`config.mk`:
```
export PLATFORM = sky130hd
export DESIGN_NAME = lvds_rx_word_aligner
export DESIGN_NICKNAME = d
export VERILOG_FILES = /design/src/rtl/lvds_rx_word_aligner.sv
export SDC_FILE = /design/constraint.sdc
export NUM_CORES = 1
export LEC_CHECK = 0
export CORE_MARGIN = 2
export CORE_UTILIZATION = 45
export DETAILED_ROUTE_END_ITERATION = 10
export MAX_ROUTING_LAYER = met4
export PLACE_DENSITY = 0.7
export SYNTH_ARGS = -nofsm -noshare
export SYNTH_HDL_FRONTEND = slang
export SYNTH_SLANG_ARGS = --single-unit
```
`constraint.sdc`:
```
create_clock -name clk -period 2 [get_ports clk]
set_input_delay 0.4 -clock clk [delete_from_list [all_inputs] [get_ports clk]]
set_output_delay 0.4 -clock clk [all_outputs]
set_load 0.1 [all_outputs]
```
`src/rtl/lvds_rx_word_aligner.sv`:
```
// LVDS receiver word aligner.
// After the init sequencer reports DONE, searches for the deserializer word
// boundary by comparing received words against a training pattern and pulsing
// bitslip until the pattern is seen MATCH_COUNT times in a row. Once locked,
// received words are forwarded as payload. If every bit position has been
// tried without lock, align_error is raised and the search stops.
module lvds_rx_word_aligner #(
  parameter int                    DATA_WIDTH    = 10,
  parameter logic [DATA_WIDTH-1:0] TRAIN_PATTERN = 10'b1111100000,
  parameter int                    MATCH_COUNT   = 16,
  parameter int                    SLIP_SETTLE   = 4
) (
  input  logic                          clk,
  input  logic                          rst,
  input  logic                          init_done,
  input  logic                          realign,
  input  logic [DATA_WIDTH-1:0]         rx_data,
  output logic                          rx_bitslip_ctrl,
  output logic [$clog2(DATA_WIDTH)-1:0] slip_count,
  output logic                          aligned,
  output logic                          align_error,
  output logic [DATA_WIDTH-1:0]         data_out,
  output logic                          data_valid
);

  localparam int SW   = $clog2(DATA_WIDTH);
  localparam int SETW = $clog2(SLIP_SETTLE + 1);
  localparam int MCW  = $clog2(MATCH_COUNT + 1);

  // Counter reload / terminal values sized to their registers.
  localparam logic [SETW-1:0] SETTLE_LOAD = SETW'(SLIP_SETTLE - 1);
  localparam logic [MCW-1:0]  MATCH_LAST  = MCW'(MATCH_COUNT - 1);
  localparam logic [SW-1:0]   SLIP_LAST   = SW'(DATA_WIDTH - 1);

  typedef enum logic [2:0] {
    IDLE   = 3'd0,
    SETTLE = 3'd1,
    CHECK  = 3'd2,
    SLIP   = 3'd3,
    LOCKED = 3'd4,
    FAIL   = 3'd5
  } state_t;

  state_t          state;
  logic [SETW-1:0] settle_cnt;
  logic [MCW-1:0]  match_cnt;

  // Alignment FSM; every output is set on the edge that enters its state.
  always_ff @(posedge clk or posedge rst) begin
    if (rst) begin
      state           <= IDLE;
      settle_cnt      <= '0;
      match_cnt       <= '0;
      rx_bitslip_ctrl <= 1'b0;
      slip_count      <= '0;
      aligned         <= 1'b0;
      align_error     <= 1'b0;
      data_out        <= '0;
      data_valid      <= 1'b0;
    end else begin
      // The bitslip pulse is only ever one cycle wide.
      rx_bitslip_ctrl <= 1'b0;

      if (state != IDLE && (!init_done || realign)) begin
        // Losing init_done or a realign request abandons everything.
        state       <= IDLE;
        settle_cnt  <= '0;
        match_cnt   <= '0;
        slip_count  <= '0;
        aligned     <= 1'b0;
        align_error <= 1'b0;
        data_out    <= '0;
        data_valid  <= 1'b0;
      end else begin
        case (state)
          IDLE: begin
            if (init_done) begin
              state      <= SETTLE;
              settle_cnt <= SETTLE_LOAD;
              slip_count <= '0;
            end
          end

          SETTLE: begin
            if (settle_cnt == '0) begin
              state     <= CHECK;
              match_cnt <= '0;
            end else begin
              settle_cnt <= settle_cnt - 1'b1;
            end
          end

          CHECK: begin
            if (rx_data == TRAIN_PATTERN) begin
              if (match_cnt == MATCH_LAST) begin
                state      <= LOCKED;
                aligned    <= 1'b1;
                data_valid <= 1'b1;
                data_out   <= rx_data;
              end else begin
                match_cnt <= match_cnt + 1'b1;
              end
            end else if (slip_count == SLIP_LAST) begin
              // Every boundary position has been tried.
              state       <= FAIL;
              align_error <= 1'b1;
              aligned     <= 1'b0;
            end else begin
              state           <= SLIP;
              rx_bitslip_ctrl <= 1'b1;
              slip_count      <= slip_count + 1'b1;
            end
          end

          SLIP: begin
            state      <= SETTLE;
            settle_cnt <= SETTLE_LOAD;
          end

          LOCKED: begin
            // Payload is arbitrary, so no pattern checking here.
            data_out <= rx_data;
          end

          FAIL: begin
            // Parked until init_done drops or realign is requested.
          end

          default: begin
            state <= IDLE;
          end
        endcase
      end
    end
  end

endmodule

```
==> impl_metrics.json, run 1 <==
{
  "worstSkewPairLatency_ns": 0.28,
  "peakVddDrop_v": 0.0009494,
  "cts_tree": "yes",
  "crit_buf_inv": 1,
  "fin_tns_setup_ns": 0,
  "yosysWarningCount": 0,
  "layout.nets": 236,
  "final-max-slew-violation-count": 0,
  "cp_top_family": "adder cells",
  "placement.io_buffers": 31,
  "final_layout_size_suffix_gt1_share_pct": 28.11,
  "power.switching_fraction_pct": 44.52,
  "detailed_place_hpwl_um": 2870,
  "cp_cell_sequence": "ha_1 -> and3_1 -> ha_1 -> nand4_1 -> a21oi_1 -> buf_4 -> mux2i_1",
  "finalHoldViolations": 0,
  "die-width_um": 65.92,
  "overflow": 0,
  "fin_area_um2": 2215,
  "r2r_cells": 7,
  "hold_path.class": "input pin to async pin",
  "cts_post_setup_buffers_inserted": 0,
  "combinationalPowerShare_pct": 44.2,
  "power-per-cell-area_nw_per_um2": 990.4,
  "drtAntennaViolNets": 0,
  "total_clock_buffers_created_by_cts": 5,
  "multiInputGateArea_um2": 858.3,
  "first_global_vias": 1487,
  "antenna_found_initial": 0,
  "drt-total-wl_um": 3768,
  "grt_max_degree": 30,
  "drv.max_cap_violation_count": 0,
  "grt_first_pass_wirelength_um": 6624,
  "number_of_drc_violations_after_detailed_routing": 0,
  "path_clk_slew_ns": 0.06,
  "critical_path.slowest_cell": "sky130_fd_sc_hd__dfrtp_1",
  "drt-pass1-iter-count": 4,
  "syn_nets": 190,
  "num-fill-cells": 304,
  "syn_area_um2": 1725,
  "num_antenna_cells": 0,
  "crit_path_max_fanout": 10,
  "total_setup_violations_reported_at_the_end_of_the_flow": 0,
  "placementRows": 22,
  "power.leakage_uw": 0.001064,
  "cts.htree.levels": 2,
  "initial_utilization_pct": 47.13,
  "max_slew.worst_pin.slew_ns": 0.5199,
  "dieArea_um2": 4345,
  "initialDrtViolationCount": 134,
  "critical_path.most_common_cell": "sky130_fd_sc_hd__ha_1",
  "num_io_pins": 32,
  "register_area_um2": 729.5,
  "synth-seq-area-share_pct": 42.06,
  "synth.lib_cells_used.distinct": 52,
  "worst_ep_arrival_time_ns": 2.07,
  "syn-mean-instance-area_um2": 10.15,
  "synth_most_common_cell": "sky130_fd_sc_hd__dfrtp_1",
  "finalWorstSetupSlack_ns": 0.1192,
  "die_height_um": 65.92,
  "net-switching-power_uw": 976.5,
  "finClkSkew_ns": 0.004008,
  "critical_path.startpoint_type": "flip-flop",
  "clock-root-buffer": "sky130_fd_sc_hd__clkbuf_8",
  "number_of_sinks_driven_by_the_clock_tree": 29,
  "core-area_um2": 3661,
  "area_contributors_post_synth": "sky130_fd_sc_hd__dfrtp_1, sky130_fd_sc_hd__mux2i_1, sky130_fd_sc_hd__ha_1",
  "ys.flop_type": "sky130_fd_sc_hd__dfrtp_1",
  "async_flop_share_pct": 100.0,
  "status": "complete, no violations",
  "via_density": 5.472,
  "synth.ff_latch_count": 29,
  "pre_cts_slack_ns": -0.08256,
  "smallest_hold_slack_ns": 0.4899,
  "synthDominantAreaCellType": "sky130_fd_sc_hd__dfrtp_1",
  "total_power_uw": 2193,
  "timing.final.crit_share_pct": 94.04,
  "via_count": 1450,
  "dpl-instance-area_um2": 2120,
  "fmax_mhz": 531.7,
  "worst_ep_required_time_ns": 2.19,
  "seq_power_share_pct": 33.6,
  "min_period_ns": 1.881,
  "synth.cells.most_frequent": "sky130_fd_sc_hd__dfrtp_1, sky130_fd_sc_hd__inv_1, sky130_fd_sc_hd__nand2_1",
  "cts_buffer_depth": 2,
  "worst-setup-path-type": "flip-flop to flip-flop",
  "number_of_synthesized_flops_with_an_enable_pin": 0,
  "netlist_instances": 170,
  "intPower_uw": 1217,
  "critPathCaptureType": "flip-flop",
  "critical_path_cell_count": 7,
  "gp_routability_congestion": 0.8045,
  "track_usage_pct": 20.37,
  "areaGrowthSynthToFinish_pct": 28.35,
  "share_clk_of_total_power_pct": 22.2,
  "slew_headroom_pct": 65.34,
  "worst_path_largest_cell_delay_ns": 0.36,
  "netlist.area_leader.share_pct": 42.06,
  "wire_per_inst_um": 14.22
}
[final cells by class]
class | instances | area share, %
Multi-Input combinational cell | 113 | 38.76
Timing Repair Buffer | 48 | 18.31
Sequential cell | 29 | 32.94
Clock buffer | 8 | 4.068
Inverter | 19 | 3.220
Tap cell | 48 | 2.712
[cells by family (layout without fill, tap and decap cells)]
kind of cell,Yosys count,after routing,synth area share (%)
flip-flops,29,29,42.06
AND/OR/NAND/NOR,53,53,19.29
adder cells (fa/ha/maj),6,6,4.351
buffers and inverters,28,75,8.484
multiplexers,13,13,7.687
AO/OA/AOI/OAI,41,41,18.13
[power by group through the flow]
stage | sequential, uW | clock, uW | combinational [uW]
5_1_grt | 749 | 526 | 1020
6_report | 737 | 486 | 970
4_1_cts | 737 | 507 | 977
2_1_floorplan | 1220 | 0 | 293
3_5_place_dp | 748 | 0 | 975
3_3_place_gp | 742 | 0 | 955
[metrics by stage]
| stage | cells | utilization [%] |
|---|---|---|
| final | 265 | 60.49 |
| after global routing | 265 | 60.49 |
| after CTS | 265 | 60.36 |
| after detailed placement | 257 | 57.89 |
| after global placement | 257 | 57.89 |
| after floorplan | 170 | - |
[worst min-delay path: stages]
cell	delay [ns]
sky130_fd_sc_hd__clkdlybuf4s50_1	0.39
sky130_fd_sc_hd__inv_1	0.05
sky130_fd_sc_hd__buf_4	0.34
[state kept, by name (all words and copies together), names as in the netlist]
signal           cells
state                3
data_valid           1
aligned              1
align_error          1
match_cnt            5
settle_cnt           3
rx_bitslip_ctrl      1
data_out            10
slip_count           4
[cell usage in the layout, fill, tap and decap left out, types with 3 or more instances in the layout]
master,count
sky130_fd_sc_hd__a21oi_1,8
sky130_fd_sc_hd__a31oi_1,3
sky130_fd_sc_hd__and3_1,3
sky130_fd_sc_hd__buf_4,34
sky130_fd_sc_hd__clkbuf_8,6
sky130_fd_sc_hd__clkdlybuf4s50_1,13
sky130_fd_sc_hd__dfrtp_1,26
sky130_fd_sc_hd__dfrtp_2,3
sky130_fd_sc_hd__ha_1,6
sky130_fd_sc_hd__inv_1,19
sky130_fd_sc_hd__mux2i_1,11
sky130_fd_sc_hd__nand2_1,15
sky130_fd_sc_hd__nand4_1,4
sky130_fd_sc_hd__nor2_1,7
sky130_fd_sc_hd__nor3b_1,3
sky130_fd_sc_hd__o21ai_2,3
sky130_fd_sc_hd__o22ai_1,5
[path summary, 6_finish.rpt]
check,from,endpoint,slack (ns)
min,rst,data_out[8],0.49
max reg2reg,match_cnt[1],data_out[2],0.12
min reg2reg,settle_cnt[1],settle_cnt[1],0.50
min in group clk,settle_cnt[1],settle_cnt[1],0.50
max in group asynchronous,rst,slip_count[3],1.22
max,match_cnt[1],data_out[2],0.12
[routing by layer]
layer,track usage [%],vias to the layer above,part of all wire [%]
met5,-,-,0
met4,10.16,0,2.5
met3,3.407,10,4.5
met2,33.84,35,50
met1,23.88,697,43
li1,-,708,-
[what timing repair did]
action / in CTS / in global routing
hold buffers: 0 / 0
gates resized for setup: 0 / 1
setup endpoints to repair: 0 / 3
hold endpoints to repair: 0 / 0
(Power assumes the default switching activity.)
==> run 2, diff against run 1 <==
CTS_CLUSTER_DIAMETER = 60   (was unset)
SLEW_MARGIN = 20   (was unset)
==> results of run 2 <==
Same layout as run 1: the final DEF is identical, and so are final timing and power.
==> run 3, diff against run 2 <==
CORE_UTILIZATION = 52   (was 45)
PLACE_DENSITY = 0.8   (was 0.7)
==> impl_metrics.json, run 3 (synthesized netlist as in run 1, its figures left out) <==
{
  "number_of_sinks_driven_by_the_clock_tree": 29,
  "postLayoutCoreUtil_pct": 69.56,
  "startpoint_of_the_most_critical_register_to_register_path": "match_cnt[0]",
  "worst_ep_arrival_time_ns": 2.13,
  "share_clk_of_total_power_pct": 16.4,
  "total_setup_violations_reported_at_the_end_of_the_flow": 0,
  "total_clock_buffers_created_by_cts": 5,
  "fin_tns_setup_ns": 0,
  "pre_cts_slack_ns": -0.02452,
  "worstSkewPairLatency_ns": 0.34,
  "clock-root-buffer": "sky130_fd_sc_hd__clkbuf_4",
  "wire_per_inst_um": 14.67,
  "num_antenna_cells": 0,
  "peakVddDrop_v": 0.0008815,
  "finalWorstSetupSlack_ns": 0.1027,
  "crit_path_max_fanout": 4,
  "slew_headroom_pct": 62.75,
  "first_global_vias": 1356,
  "antenna_found_initial": 0,
  "cts_buffer_depth": 2,
  "gp_routability_congestion": 0.9088,
  "max_slew.worst_pin.slew_ns": 0.5588,
  "critPathCaptureType": "flip-flop",
  "power.leakage_uw": 0.001040,
  "cp_cell_sequence": "ha_1 -> and3_1 -> ha_2 -> nor3b_2 -> o21bai_2 -> a22o_1 -> a21o_1",
  "status": "complete, no violations",
  "hold_path.class": "input pin to async pin",
  "detailed_place_hpwl_um": 2915,
  "core-area_um2": 3103,
  "reg_top3": "data_out: 10 flops, match_cnt: 5 flops, slip_count: 4 flops",
  "r2r_setup_slack_ns": 0.10,
  "dieArea_um2": 3795,
  "min_period_ns": 1.897,
  "number_of_flip_flops_under_the_largest_register_name": 10,
  "net-switching-power_uw": 968.8,
  "worst_ep_required_time_ns": 2.23,
  "finalHoldViolations": 0,
  "num-fill-cells": 260,
  "initial_utilization_pct": 55.60,
  "final-max-slew-violation-count": 0,
  "total_power_uw": 2044,
  "cts.htree.levels": 2,
  "combinationalPowerShare_pct": 47.4,
  "track_usage_pct": 22.80,
  "worst_path_largest_cell_delay_ns": 0.41,
  "fmax_mhz": 527.1,
  "register_area_um2": 729.5,
  "final_layout_size_suffix_gt1_share_pct": 28.11,
  "areaGrowthSynthToFinish_pct": 25.09,
  "die_height_um": 61.60,
  "placement.io_buffers": 31,
  "drt-pass1-iter-count": 4,
  "layout_commonest_cell": "sky130_fd_sc_hd__buf_4",
  "rsz_0062_raised_after_global_routing": "false",
  "worst_r2r_endpoint": "match_cnt[3]",
  "drv.max_cap_violation_count": 0,
  "power.switching_fraction_pct": 47.41,
  "number_of_drc_violations_after_detailed_routing": 0,
  "worst-setup-path-type": "flip-flop to flip-flop",
  "grt_max_degree": 30,
  "drt-total-wl_um": 3828,
  "critical_path.startpoint_type": "flip-flop",
  "via_count": 1478,
  "largest_register": "data_out",
  "critical_path.slowest_cell": "sky130_fd_sc_hd__dfrtp_1",
  "seq_power_share_pct": 36.2,
  "via_density": 5.663,
  "layout_common_cells": "sky130_fd_sc_hd__buf_4, sky130_fd_sc_hd__dfrtp_1, sky130_fd_sc_hd__inv_1, sky130_fd_sc_hd__nand2_1, sky130_fd_sc_hd__clkdlybuf4s50_1",
  "finClkSkew_ns": 0.01087,
  "layout.nets": 236,
  "die-width_um": 61.60,
  "placementRows": 20,
  "initialDrtViolationCount": 75,
  "overflow": 0,
  "intPower_uw": 1075,
  "power-per-cell-area_nw_per_um2": 946.8,
  "grt_first_pass_wirelength_um": 6051,
  "drtAntennaViolNets": 0,
  "path_clk_slew_ns": 0.09,
  "cts_tree": "yes",
  "num_io_pins": 32,
  "multiInputGateArea_um2": 860.8,
  "r2r_cells": 7,
  "timing.final.crit_share_pct": 94.86
}
[run 3: stage by stage]
stage                     std cells  cell area, um2  hold slack (ns)
after floorplan                 170            1729           0.4642
after global placement          253            2102           0.4733
after detailed placement        253            2102           0.4936
after CTS                       261            2156           0.4488
after global routing            261            2158           0.4728
final                           261            2158           0.4228
[run 3: critical path: cells and delay by family, from the launching register on]
kind                     cells  cell delay [ns]
AND/OR/NAND/NOR              2             0.42
flip-flops                   1             0.41
AO/OA/AOI/OAI                3             0.54
adder cells (fa/ha/maj)      2             0.43
[run 3: final cells by class]
cell class / instances / share of cell area [%]
flip-flops and latches: 29 / 33.80
well taps: 44 / 2.551
inverters: 19 / 3.304
clock buffers: 8 / 2.261
multi-input cells: 113 / 39.88
repair buffers: 48 / 18.20
[run 3: layer usage]
layer	up-vias	track usage, %	routed length, um
met1	715	27.06	1661
met4	0	7.599	85
met5	-	-	0
li1	707	-	-
met2	46	36.99	1863
met3	10	6.723	218
[run 3: power groups by stage]
stage	Sequential [uW]	Combinational [uW]	Clock, uW
2_1_floorplan	1220	293	0
3_3_place_gp	745	952	0
4_1_cts	740	973	340
5_1_grt	753	1010	373
3_5_place_dp	753	969	0
6_report	739	968	336
[run 3: repair_timing]
action,4_1_cts,5_1_grt
setup endpoints to repair,2,2
setup buffers,0,0
hold buffers,0,0
resized for setup,1,1
pin swaps,0,1
[run 3: worst max path at each step]
stage	startpoint	to	depth (start not counted)
after CTS	match_cnt[0]	match_cnt[3]	7
after global placement	init_done	match_cnt[1]	6
final	match_cnt[0]	match_cnt[3]	7
after global routing	match_cnt[0]	match_cnt[2]	7
after floorplan	slip_count[2]	slip_count[2]	5
after detailed placement	init_done	match_cnt[4]	6
